===== src/rtl/wavetable_lerp_seq.sv =====
// Wavetable sequencer: phase accumulator, two-entry table fetch, hand-off to a
// combinational interpolator and a valid/ready sample register.
// Optional hard-sync phase clear port enabled by defining WTL_PHASE_CLR_EN.
module wavetable_lerp_seq #(
  parameter int WIDTH     = 8,
  parameter int PRECISION = 16,
  parameter int ADDR_W    = 8
) (
  input  logic                               i_clk,
  input  logic                               i_rst_n,
`ifdef WTL_PHASE_CLR_EN
  input  logic                               i_phase_clr,
`endif
  input  logic                               i_enable,
  input  logic [ADDR_W+PRECISION-1:0]        i_step,
  output logic                               o_tbl_rd,
  output logic [ADDR_W-1:0]                  o_tbl_addr,
  input  logic signed [WIDTH-1:0]            i_tbl_data,
  output logic signed [WIDTH-1:0]            o_lerp_low,
  output logic signed [WIDTH-1:0]            o_lerp_high,
  output logic [PRECISION-1:0]               o_lerp_ctrl,
  input  logic signed [WIDTH+PRECISION-1:0]  i_lerp_out,
  output logic signed [WIDTH+PRECISION-1:0]  o_sample,
  output logic                               o_valid,
  input  logic                               i_ready,
  output logic                               o_busy
);

  localparam int PHASE_W = ADDR_W + PRECISION;

  typedef enum logic [2:0] {
    IDLE,
    RD_LO,
    RD_HI,
    WAIT_HI,
    LERP,
    OUT
  } state_t;

  state_t                            state, state_nxt;
  logic [PHASE_W-1:0]                ph;
  logic [ADDR_W-1:0]                 idx;
  logic signed [WIDTH-1:0]           low_q, high_q;
  logic signed [WIDTH+PRECISION-1:0] sample_q;
  logic                              handshake;
  logic                              phase_clr;

`ifdef WTL_PHASE_CLR_EN
  assign phase_clr = i_phase_clr;
`else
  assign phase_clr = 1'b0;
`endif

  assign idx         = ph[PHASE_W-1:PRECISION];
  assign handshake   = (state == OUT) && i_ready;
  assign o_lerp_low  = low_q;
  assign o_lerp_high = high_q;
  assign o_lerp_ctrl = ph[PRECISION-1:0];
  assign o_sample    = sample_q;
  assign o_valid     = (state == OUT);
  assign o_busy      = (state != IDLE);

  always_ff @(posedge i_clk or negedge i_rst_n) begin
    if (!i_rst_n) state <= IDLE;
    else          state <= state_nxt;
  end

  always_comb begin
    state_nxt  = state;
    o_tbl_rd   = 1'b0;
    o_tbl_addr = '0;
    unique case (state)
      IDLE:    if (i_enable) state_nxt = RD_LO;
      RD_LO: begin
        o_tbl_rd   = 1'b1;
        o_tbl_addr = idx;
        state_nxt  = RD_HI;
      end
      RD_HI: begin
        // ADDR_W-bit add wraps the last entry back to entry 0
        o_tbl_rd   = 1'b1;
        o_tbl_addr = idx + ADDR_W'(1);
        state_nxt  = WAIT_HI;
      end
      WAIT_HI: state_nxt = LERP;
      LERP:    state_nxt = OUT;
      OUT:     if (i_ready) state_nxt = i_enable ? RD_LO : IDLE;
      default: state_nxt = IDLE;
    endcase
  end

  always_ff @(posedge i_clk or negedge i_rst_n) begin
    if (!i_rst_n) begin
      ph       <= '0;
      low_q    <= '0;
      high_q   <= '0;
      sample_q <= '0;
    end else begin
      if ((state == IDLE) && phase_clr) ph <= '0;
      else if (handshake)               ph <= phase_clr ? '0 : ph + i_step;
      if (state == RD_HI)   low_q    <= i_tbl_data;
      if (state == WAIT_HI) high_q   <= i_tbl_data;
      if (state == LERP)    sample_q <= i_lerp_out;
    end
  end

endmodule


===== config.mk =====
export PLATFORM = sky130hd
export DESIGN_NAME = wavetable_lerp_seq
export DESIGN_NICKNAME = d
export VERILOG_FILES = /design/src/rtl/wavetable_lerp_seq.sv
export SDC_FILE = /design/constraint.sdc
export NUM_CORES = 1
export LEC_CHECK = 0
export CAP_MARGIN = 20
export CORE_AREA = 2 2 122 124
export DETAILED_ROUTE_END_ITERATION = 7
export DIE_AREA = 0 0 124 126
export SLEW_MARGIN = 40
export SYNTH_ARGS = -nofsm -noshare
export SYNTH_HDL_FRONTEND = slang
export SYNTH_SLANG_ARGS = --single-unit

===== constraint.sdc =====
create_clock -name i_clk -period 2.3 [get_ports i_clk]
set_input_delay 0.345 -clock i_clk [delete_from_list [all_inputs] [get_ports i_clk]]
set_output_delay 0.345 -clock i_clk [all_outputs]
set_load 0.005 [all_outputs]

==> flow_summary.toml <==
[synthesis]
synth_cells = 441
synth_compound_area_frac = 0.178
syn_avg_cell_area_um2 = 9.53
synth-simple-area-share = 0.159
synth_top_family_by_area = "compound AO/OA/AOI/OAI gates"
synth_edf_count = 0
ys_types = 63
netlist_area_um2 = 4200
synth_area_leaders = "dfrtp_1 (40%), mux2_2 (9.4%), ha_1 (7.1%)"
yosys_most_used_dff = "dfrtp_1"
ys_seq_elements = 67
synth_xor_area_frac = 0.0354
synth_top_cell_area_share = 0.399
async_reset_ff_frac = 1.00
synthMuxAreaShare = 0.0989
seq_area_frac_synth = 0.399
synth_most_common_cell = "nand2_1"
synth_fa_ha_area_frac = 0.0762
yosysWarnings = 0
synth_top_area_cell = "dfrtp_1"
syn_nets = 526
yosys-top-cells-count = "nand2_1 (77), dfrtp_1 (67), mux2_2 (35), a21oi_1 (30), ha_1 (24)"

[sta]
min_period_over_period = 0.979
final.setup_skew_ns = 0.0104
fmax_ghz = 0.444
fin_hold_ws_ns = 0.0300
setup_viol = 0
rsz0062_at_grt = "true"
hold_viol = 0
final-max-slew-violation-count = 0
max_slew_margin = 0.569
period_minus_slack_ns = 2.25
worstMarginPinSlew_ns = 0.646
fin_tns_setup_ns = 0

[place]
io_buffers = 126
hpwl_um = 9500
routabilityCongestion = 0.903

[cells_and_area]
syn2layout_area_growth_pct = 54.6
final_core_util = 0.454
fin_nets = 702
seq_area_um2 = 1680
drive_above_1_share = 0.256
n_antenna_cell = 0
nFillCells = 1338
multi_input_area_um2 = 2420

[drt]
ant_nets = 0
first_iter_violations = 210
vias_per_cell = 4.88
drc_errors = 0
detailedRoute.firstPassIterationCount = 4
routed_wl_um = 12400
routedWlPerCell_um = 15.3
vias = 3935

[pwr]
leakagePower_nw = 2.84
power_switching_mw = 3.22
p_sw_frac = 0.361
peakVddDrop_v = 0.000627
p_int_mw = 5.69
finalPower_mw = 8.91
p_per_area_nw_per_um2 = 1370
seqPwrFrac = 0.248
clkPwrFrac = 0.170
combPwrFrac = 0.582

[floorplan]
pin_count = 127
dieArea_um2 = 15600
initial_core_util = 0.294
row_count = 44
fp.dieH_um = 126
coreArea_um2 = 14300
die_x_um = 124

[setup_path]
critical_path.max_fanout = 4
rr_worst_depth = 8
r2r_end = "ph[23]$_DFFE_PN0P_"
cp.required_ns = 2.57
arrival_ns = 2.52
cp-end-kind = "flop"
start_kind = "input port"
r2r_setup_slack_ns = 0.09
critPathKind = "in2reg"
r2r_start = "ph[16]$_DFFE_PN0P_"

[clock_network]
htreeDepth = 3
cts-hold-fix-buffers = 0
clock_latency_ns = 0.33
cts_buffers = 9
cts_tree = "yes"
path_clk_slew_ns = 0.06
cts_sinks = 67
cts_root_buf = "clkbuf_16"
clockBufferDepth = 2

[global_routing]
track_usage = 0.159
grt_pass1_wl_um = 19400
grt_antenna_before_repair = 0
grt_pass1_vias = 3994
grt-ovfl-total = 0
grt_max_degree = 39

[status]
status = "finished clean"

[hold_path]
min_path_type = "in2async"

[flow_run]
drv_cap = 0
## how the worst max path moves through the flow
stage	startpoint	end	slack (ns)	cells past startpoint
finish	i_step[1]	ph[23]$_DFFE_PN0P_	0.05	8
global route	i_step[1]	ph[23]$_DFFE_PN0P_	-0.06	8
CTS	ph[16]$_DFFE_PN0P_	o_tbl_addr[6]	0.006	7
detailed placement	i_step[0]	ph[22]$_DFFE_PN0P_	-0.37	9
global placement	i_step[0]	ph[22]$_DFFE_PN0P_	-0.34	9
floorplan	ph[0]$_DFFE_PN0P_	ph[20]$_DFFE_PN0P_	0.08	8
## state kept, by name, summed over array words and instances, names as in the netlist
register and count:
o_sample 24, ph 24, o_lerp_high 8, o_lerp_low 8, state 3
## routing by layer
layer / routed length [µm] / vias to the layer above / GRT usage
met5: 0 / - / 0
met4: 231 / 0 / 0.0661
met3: 593 / 20 / 0.0267
met2: 6110 / 126 / 0.272
met1: 5410 / 1863 / 0.195
li1: - / 1926 / -
## final cells by class
type                    count  share of cell area
multi-input cells         333               0.372
repair buffers            198               0.279
flip-flops and latches     67               0.258
clock buffers              10              0.0368
well taps                 184              0.0354
clock inverters             6              0.0137
inverters                   8             0.00462
## per-stage QoR
step	instance area [µm²]	setup WS, ns	cells
2_1_floorplan	4200	0.0773	441
3_3_place_gp	6020	-0.340	786
3_5_place_dp	6020	-0.375	786
4_1_cts	6380	0.00581	803
5_1_grt	6500	-0.0648	806
6_report	6500	0.0486	806
## worst max-delay path, stage by stage
cell             delay [ns]
clkdlybuf4s50_1        0.47
ha_1                   0.37
a211oi_4               0.27
o211ai_2               0.16
a311oi_1               0.25
or2_1                  0.24
mux2_1                 0.34
nand3_1                0.08
## kinds of logic (layout without fill, tap and decap cells)
| group | count (synthesis) | count (layout) |
|---|---|---|
| multiplexers | 37 | 37 |
| AND/OR/NAND/NOR | 143 | 143 |
| buffers and inverters | 41 | 222 |
| flip-flops | 67 | 67 |
| AO/OA/AOI/OAI | 111 | 111 |
| adder cells (fa/ha/maj) | 25 | 25 |
| XOR/XNOR | 17 | 17 |
## power groups by stage
stage               clock, mW  sequential (mW)  combinational (mW)
floorplan                   0             2.13                2.66
global placement            0             2.18                4.91
detailed placement          0             2.22                5.02
CTS                      1.56             2.21                5.06
global route             1.61             2.29                5.70
finish                   1.51             2.21                5.19
## layout by cell type, fill, tap and decap left out, types with 5 or more instances in the layout
cell,count
o21ai_1,7
buf_4,71
mux2_2,35
nor2_1,18
a21oi_1,27
clkdlybuf4s50_1,118
a21o_1,8
dfrtp_1,65
xnor2_1,12
clkbuf_16,9
nand2_1,76
xor2_1,5
nand3_1,9
inv_1,8
ha_1,18
o21ai_0,22
## repair_timing
action / CTS / global route
endpoints found under the setup margin: 10 / 16
resized for setup: 13 / 21
cloned: 0 / 0
setup buffers: 1 / 3
pin swaps: 0 / 8
Power figures use the tool's default switching activity.
==> RTL change 1 (same settings) <==
The 6 states of `state_t` get a Gray code encoding in 3 bits.
--- a/src/rtl/wavetable_lerp_seq.sv
+++ b/src/rtl/wavetable_lerp_seq.sv
@@ -29,12 +29,12 @@
   localparam int PHASE_W = ADDR_W + PRECISION;
 
   typedef enum logic [2:0] {
-    IDLE,
-    RD_LO,
-    RD_HI,
-    WAIT_HI,
-    LERP,
-    OUT
+    IDLE    = 3'b000,
+    RD_LO   = 3'b001,
+    RD_HI   = 3'b011,
+    WAIT_HI = 3'b010,
+    LERP    = 3'b110,
+    OUT     = 3'b111
   } state_t;
 
   state_t                            state, state_nxt;
Function: same outputs for any inputs over 10 cycles, from zero or initial values and one cycle with i_rst_n low; not proved beyond that.
==> RTL change 1 against the original RTL <==
The flow now finishes with violations (negative setup slack); routed wire length decreased by 4.8%; sequential share of layout area up 0.073 points; final cell count down 2.5%; sequential power is 2% lower; sequential cell count unchanged; die area unchanged; area after synthesis fell by 0.89%; via count is 2.3% lower; total power decreased by 2.2%; core utilization down 0.061 points; worst setup slack lost 0.11 ns; synthesized cell count decreased by 5.4%; cell area fell by 0.13%; critical path type unchanged.
==> RTL change 1: results (changes against the original RTL) <==
| Metric | Value |
|---|---|
| Status | finished with violations |
| Failing checks | negative setup slack |
| Vias in the first global route | 3,885 (-2.7%) |
| Met2 Track Usage GR | 25.2% (-2.0 points) |
| DP Worst Slack | -0.506 ns (-0.131 ns) |
| Sw Share | 34.8% (-1.3 points) |
| Worst EP arrival | 2.60 ns (+0.08 ns) |
| Peak VDD IR | 0.540 mV (-14%) |
| Syn_nets | 502 (-4.6%) |
| M1 GR Usage | 19.6% (+0.073 points) |
| Synth top area cells | dfrtp_1 40%, mux2_2 11%, ha_1 7.2% |
| Slew @ Worst Pin | 0.671 ns (+0.0258 ns) |
| Seq/Total Area, Yosys | 40.3% (+0.36 points) |
| Final setup violation count | 4 (+4) |
| Worst min path class | in -> async |
| Fin nets | 682 (-2.8%) |
| Worst reg2reg endpoint | ph[16] |
| Final WS setup | -0.0653 ns (-0.114 ns) |
| M3 GR Usage | 3.89% (+1.2 points) |
| R2r setup slk | -0.06 ns (-0.15 ns) |
| Skew final | 0.00939 ns (-0.00106 ns) |
| GRT Total Usage | 15.3% (-0.51 points) |
| Synth top cells by count | 67 x dfrtp_1, 48 x nand2_1, 40 x mux2_2 |
| Clock buffer depth | 2 (unchanged) |
| Initial antenna violation count | 1 (+1) |
| Via density | 4.89 (+0.23%) |
| Hpwl dp | 8860 um (-6.7%) |
| Reg2reg start | ph[0] |
| Worst path max stage delay | 0.50 ns (+0.03 ns) |
| DR WL/cell | 15.0 um (-2.3%) |
| Post-synthesis cell type count | 57 (-9.5%) |
| Largest net degree at the start of global routing | 48 (+23%) |
| Routability cong. | 0.865 (-4.2%) |
| First-pass GRT wire length | 18,700 um (-3.4%) |
| Layout cells sized above 1 | 26.6% (+1.0 points) |
| P_leak | 2.85 nW (+0.66%) |
-- RTL change 1: timing repair --
item,CTS,global route
hold endpoints to repair,11,0
gates resized for setup,11,17
setup buffers,8,2
setup endpoints to repair,10,16
hold buffers,1,0
pin swaps,4,9
-- RTL change 1: power by group through the flow --
stage	Combinational [mW]	Sequential, mW	Clock (mW)
final	5.01	2.16	1.55
after global routing	5.52	2.24	1.65
after CTS	4.95	2.16	1.59
after detailed placement	4.73	2.21	0
after global placement	4.67	2.19	0
after floorplan	2.54	2.13	0
-- RTL change 1: worst max-delay path by stage --
| stage | to | cells after the start | startpoint |
|---|---|---|---|
| finish | ph[16] | 8 | i_step[1] |
| global route | ph[16] | 8 | ph[0] |
| CTS | ph[16] | 8 | ph[0] |
| detailed placement | ph[20] | 9 | i_step[0] |
| global placement | ph[20] | 9 | i_step[0] |
| floorplan | ph[16] | 8 | ph[0] |
-- RTL change 1: cells by family after synthesis --
family	Yosys count	synth area share (%)
fa+ha+maj	25	7.69
simple gates	128	16.0
buf+inv	39	5.32
mux	42	11.3
compound gates	97	15.5
flops	67	40.3
xor+xnor	19	4.00
-- RTL change 1: per-layer routing --
| metal | vias to the layer above | wire length (um) |
|---|---|---|
| met5 | - | 10 |
| met4 | 2 | 232 |
| met3 | 19 | 777 |
| met2 | 130 | 5470 |
| met1 | 1828 | 5270 |
| li1 | 1867 | - |
-- RTL change 1: worst reg2reg max path, delay by kind of cell (launching register included) --
family | cells | cell delay (ns)
adders and majority gates | 2 | 0.53
and+or+nand+nor | 2 | 0.53
DFF | 1 | 0.39
AOI/OAI and AO/OA | 4 | 0.79
-- RTL change 1: layout make-up --
cell class	count	area, um^2
multi-input cells	311	2370
fillers	1374	7830
inverters	4	15.0
repair buffers	204	1860
clock inverters	6	95.1
flip-flops and latches	67	1680
clock buffers	10	239
well taps	184	230
-- RTL change 1: stage by stage --
stage / total power, mW / utilization, % / TNS (ns) / cell area [um^2] / instances
after floorplan: 4.67 / - / -0.0216 / 4170 / 417
after global placement: 6.86 / 41.7 / -4.76 / 5960 / 759
after detailed placement: 6.94 / 41.7 / -4.84 / 5960 / 759
after CTS: 8.71 / 44.8 / -0.220 / 6410 / 784
after global routing: 9.41 / 45.3 / -0.845 / 6490 / 786
final: 8.71 / 45.3 / -0.168 / 6490 / 786
==> RTL change 2 (same settings) <==
Made on the original files. Build with the macro `WTL_PHASE_CLR_EN` defined.
--- a/src/rtl/wavetable_lerp_seq.sv
+++ b/src/rtl/wavetable_lerp_seq.sv
@@ -1,6 +1,8 @@
 // Wavetable sequencer: phase accumulator, two-entry table fetch, hand-off to a
 // combinational interpolator and a valid/ready sample register.
 // Optional hard-sync phase clear port enabled by defining WTL_PHASE_CLR_EN.
+`define WTL_PHASE_CLR_EN
+
 module wavetable_lerp_seq #(
   parameter int WIDTH     = 8,
   parameter int PRECISION = 16,
Ports: changed (added i_phase_clr); port bits go from 127 to 128. No check against the original RTL was run, so the function may have changed too.
==> RTL change 2 against the original RTL <==
The flow now finishes with violations (negative setup slack); fmax fell by 17%; total power fell by 16%; combinational power fell by 18%; area after synthesis fell by 3.7%; non-clock buffer count rose by 17; routed wire length fell by 3.3%; register-to-register slack got worse by 0.50 ns; count of clock-buffer cells in the layout fell by 1; first-iteration DRC count fell by 31%; sequential cell count did not move; critical path depth rose by 2; worst setup slack got worse by 0.46 ns; cell area fell by 0.52%; highest routed layer unchanged.
==> RTL change 2: results (changes against the original RTL) <==
| Metric | Value |
|---|---|
| Status | finished with violations |
| Failing checks | negative setup slack |
| Design area | 6460 um^2 (-0.52%) |
| Vias in the first global route | 3,855 (-3.5%) |
| Placed Area | 5910 um^2 (-1.9%) |
| Skew final | 0.00540 ns (-0.00505 ns) |
| DR WL/cell | 15.2 um (-1.1%) |
| Worst EP arrival | 2.92 ns (+0.40 ns) |
| Hpwl dp | 8910 um (-6.2%) |
| Multi-input gates | 298 (-11%) |
| Non-clk buf share | 30.1% (+2.2 points) |
| Slew headroom | 60.2% (+3.2 points) |
| R2R depth | 10 (+2) |
| Number of fill cells | 1,352 (+1.0%) |
| Syn_nets | 491 (-6.7%) |
| Port bufs | 127 (+0.79%) |
| Mux contribution to synthesized area | 8.91% (-0.98 points) |
| Area occupied by multi-input gates | 2310 um^2 (-4.4%) |
| First-pass GRT wire length | 18,800 um (-3.0%) |
| Post-synthesis cell type count | 52 (-17%) |
| Sequential share of cell area | 26.0% (+0.12 points) |
| Final WS setup | -0.410 ns (-0.459 ns) |
| Crit path capture | ph[22] |
| Fin Setup TNS | -2.67 ns (-2.67 ns) |
| Synth top cells by count | 67 x dfrtp_1, 63 x nand2_1, 36 x o21ai_0 |
| Synth top area cells | dfrtp_1 41%, mux2_2 8.9%, ha_1 7.4% |
| Peak VDD IR | 0.413 mV (-34%) |
| Initial DRC Count | 144 (-31%) |
| Post-synthesis adder-cell area fraction | 7.92% (+0.29 points) |
| CTS sink cnt | 67 (unchanged) |
| Kind of critical path | reg -> reg |
| Seq/Total Area, Yosys | 41.4% (+1.5 points) |
| P_leak | 3.02 nW (+6.5%) |
| Routability cong. | 0.862 (-4.5%) |
| GRT Total Usage | 15.5% (-0.40 points) |
| Compound-gate portion of the synthesized area | 17.9% (+0.064 points) |
| Fin nets | 685 (-2.4%) |
| Clock network area share | 4.18% (-0.86 points) |
| Layout cells sized above 1 | 28.8% (+3.2 points) |
| Post_cts resized | 36 (+23) |
| Slowest cell on crit path | dfrtp_1 |
| Post-synthesis xor/xnor area fraction | 4.55% (+1.0 points) |
| Number of signal-net buffers in the layout | 215 (+8.6%) |
| Clock buffer count | 9 (-1) |
| Critical Path Fanout Max | 3 (-1) |
| Worst path max stage delay | 0.39 ns (-0.08 ns) |
| Reg2reg start | ph[0] |
| Final setup violation count | 11 (+11) |
| Setup bufs post-CTS | 8 (+7) |
RTL change 2: layer usage:
metal / vias to the layer above / GRT usage (%) / routed length (um)
met3: 14 / 4.26 / 952
met5: - / 0 / 0
met1: 1750 / 18.1 / 5070
met4: 0 / 6.28 / 200
met2: 123 / 26.4 / 5720
li1: 1829 / - / -
RTL change 2: metrics by stage:
| stage | power [mW] | hold WS (ns) | utilization, % | worst slack, ns | instances |
|---|---|---|---|---|---|
| detailed placement | 5.97 | 0.386 | 41.3 | -0.928 | 757 |
| floorplan | 4.01 | 0.0494 | - | -0.341 | 405 |
| finish | 7.52 | 0.0193 | 45.2 | -0.410 | 788 |
| global placement | 5.86 | 0.381 | 41.3 | -0.890 | 757 |
| global route | 8.13 | 0.0507 | 45.2 | -0.551 | 788 |
| CTS | 7.49 | 0.0266 | 44.5 | -0.474 | 782 |
RTL change 2: power breakdown:
part	total, mW	switching [mW]	internal, mW
clock network	1.25	0.525	0.724
logic	4.25	1.75	2.50
registers	2.02	0.319	1.70
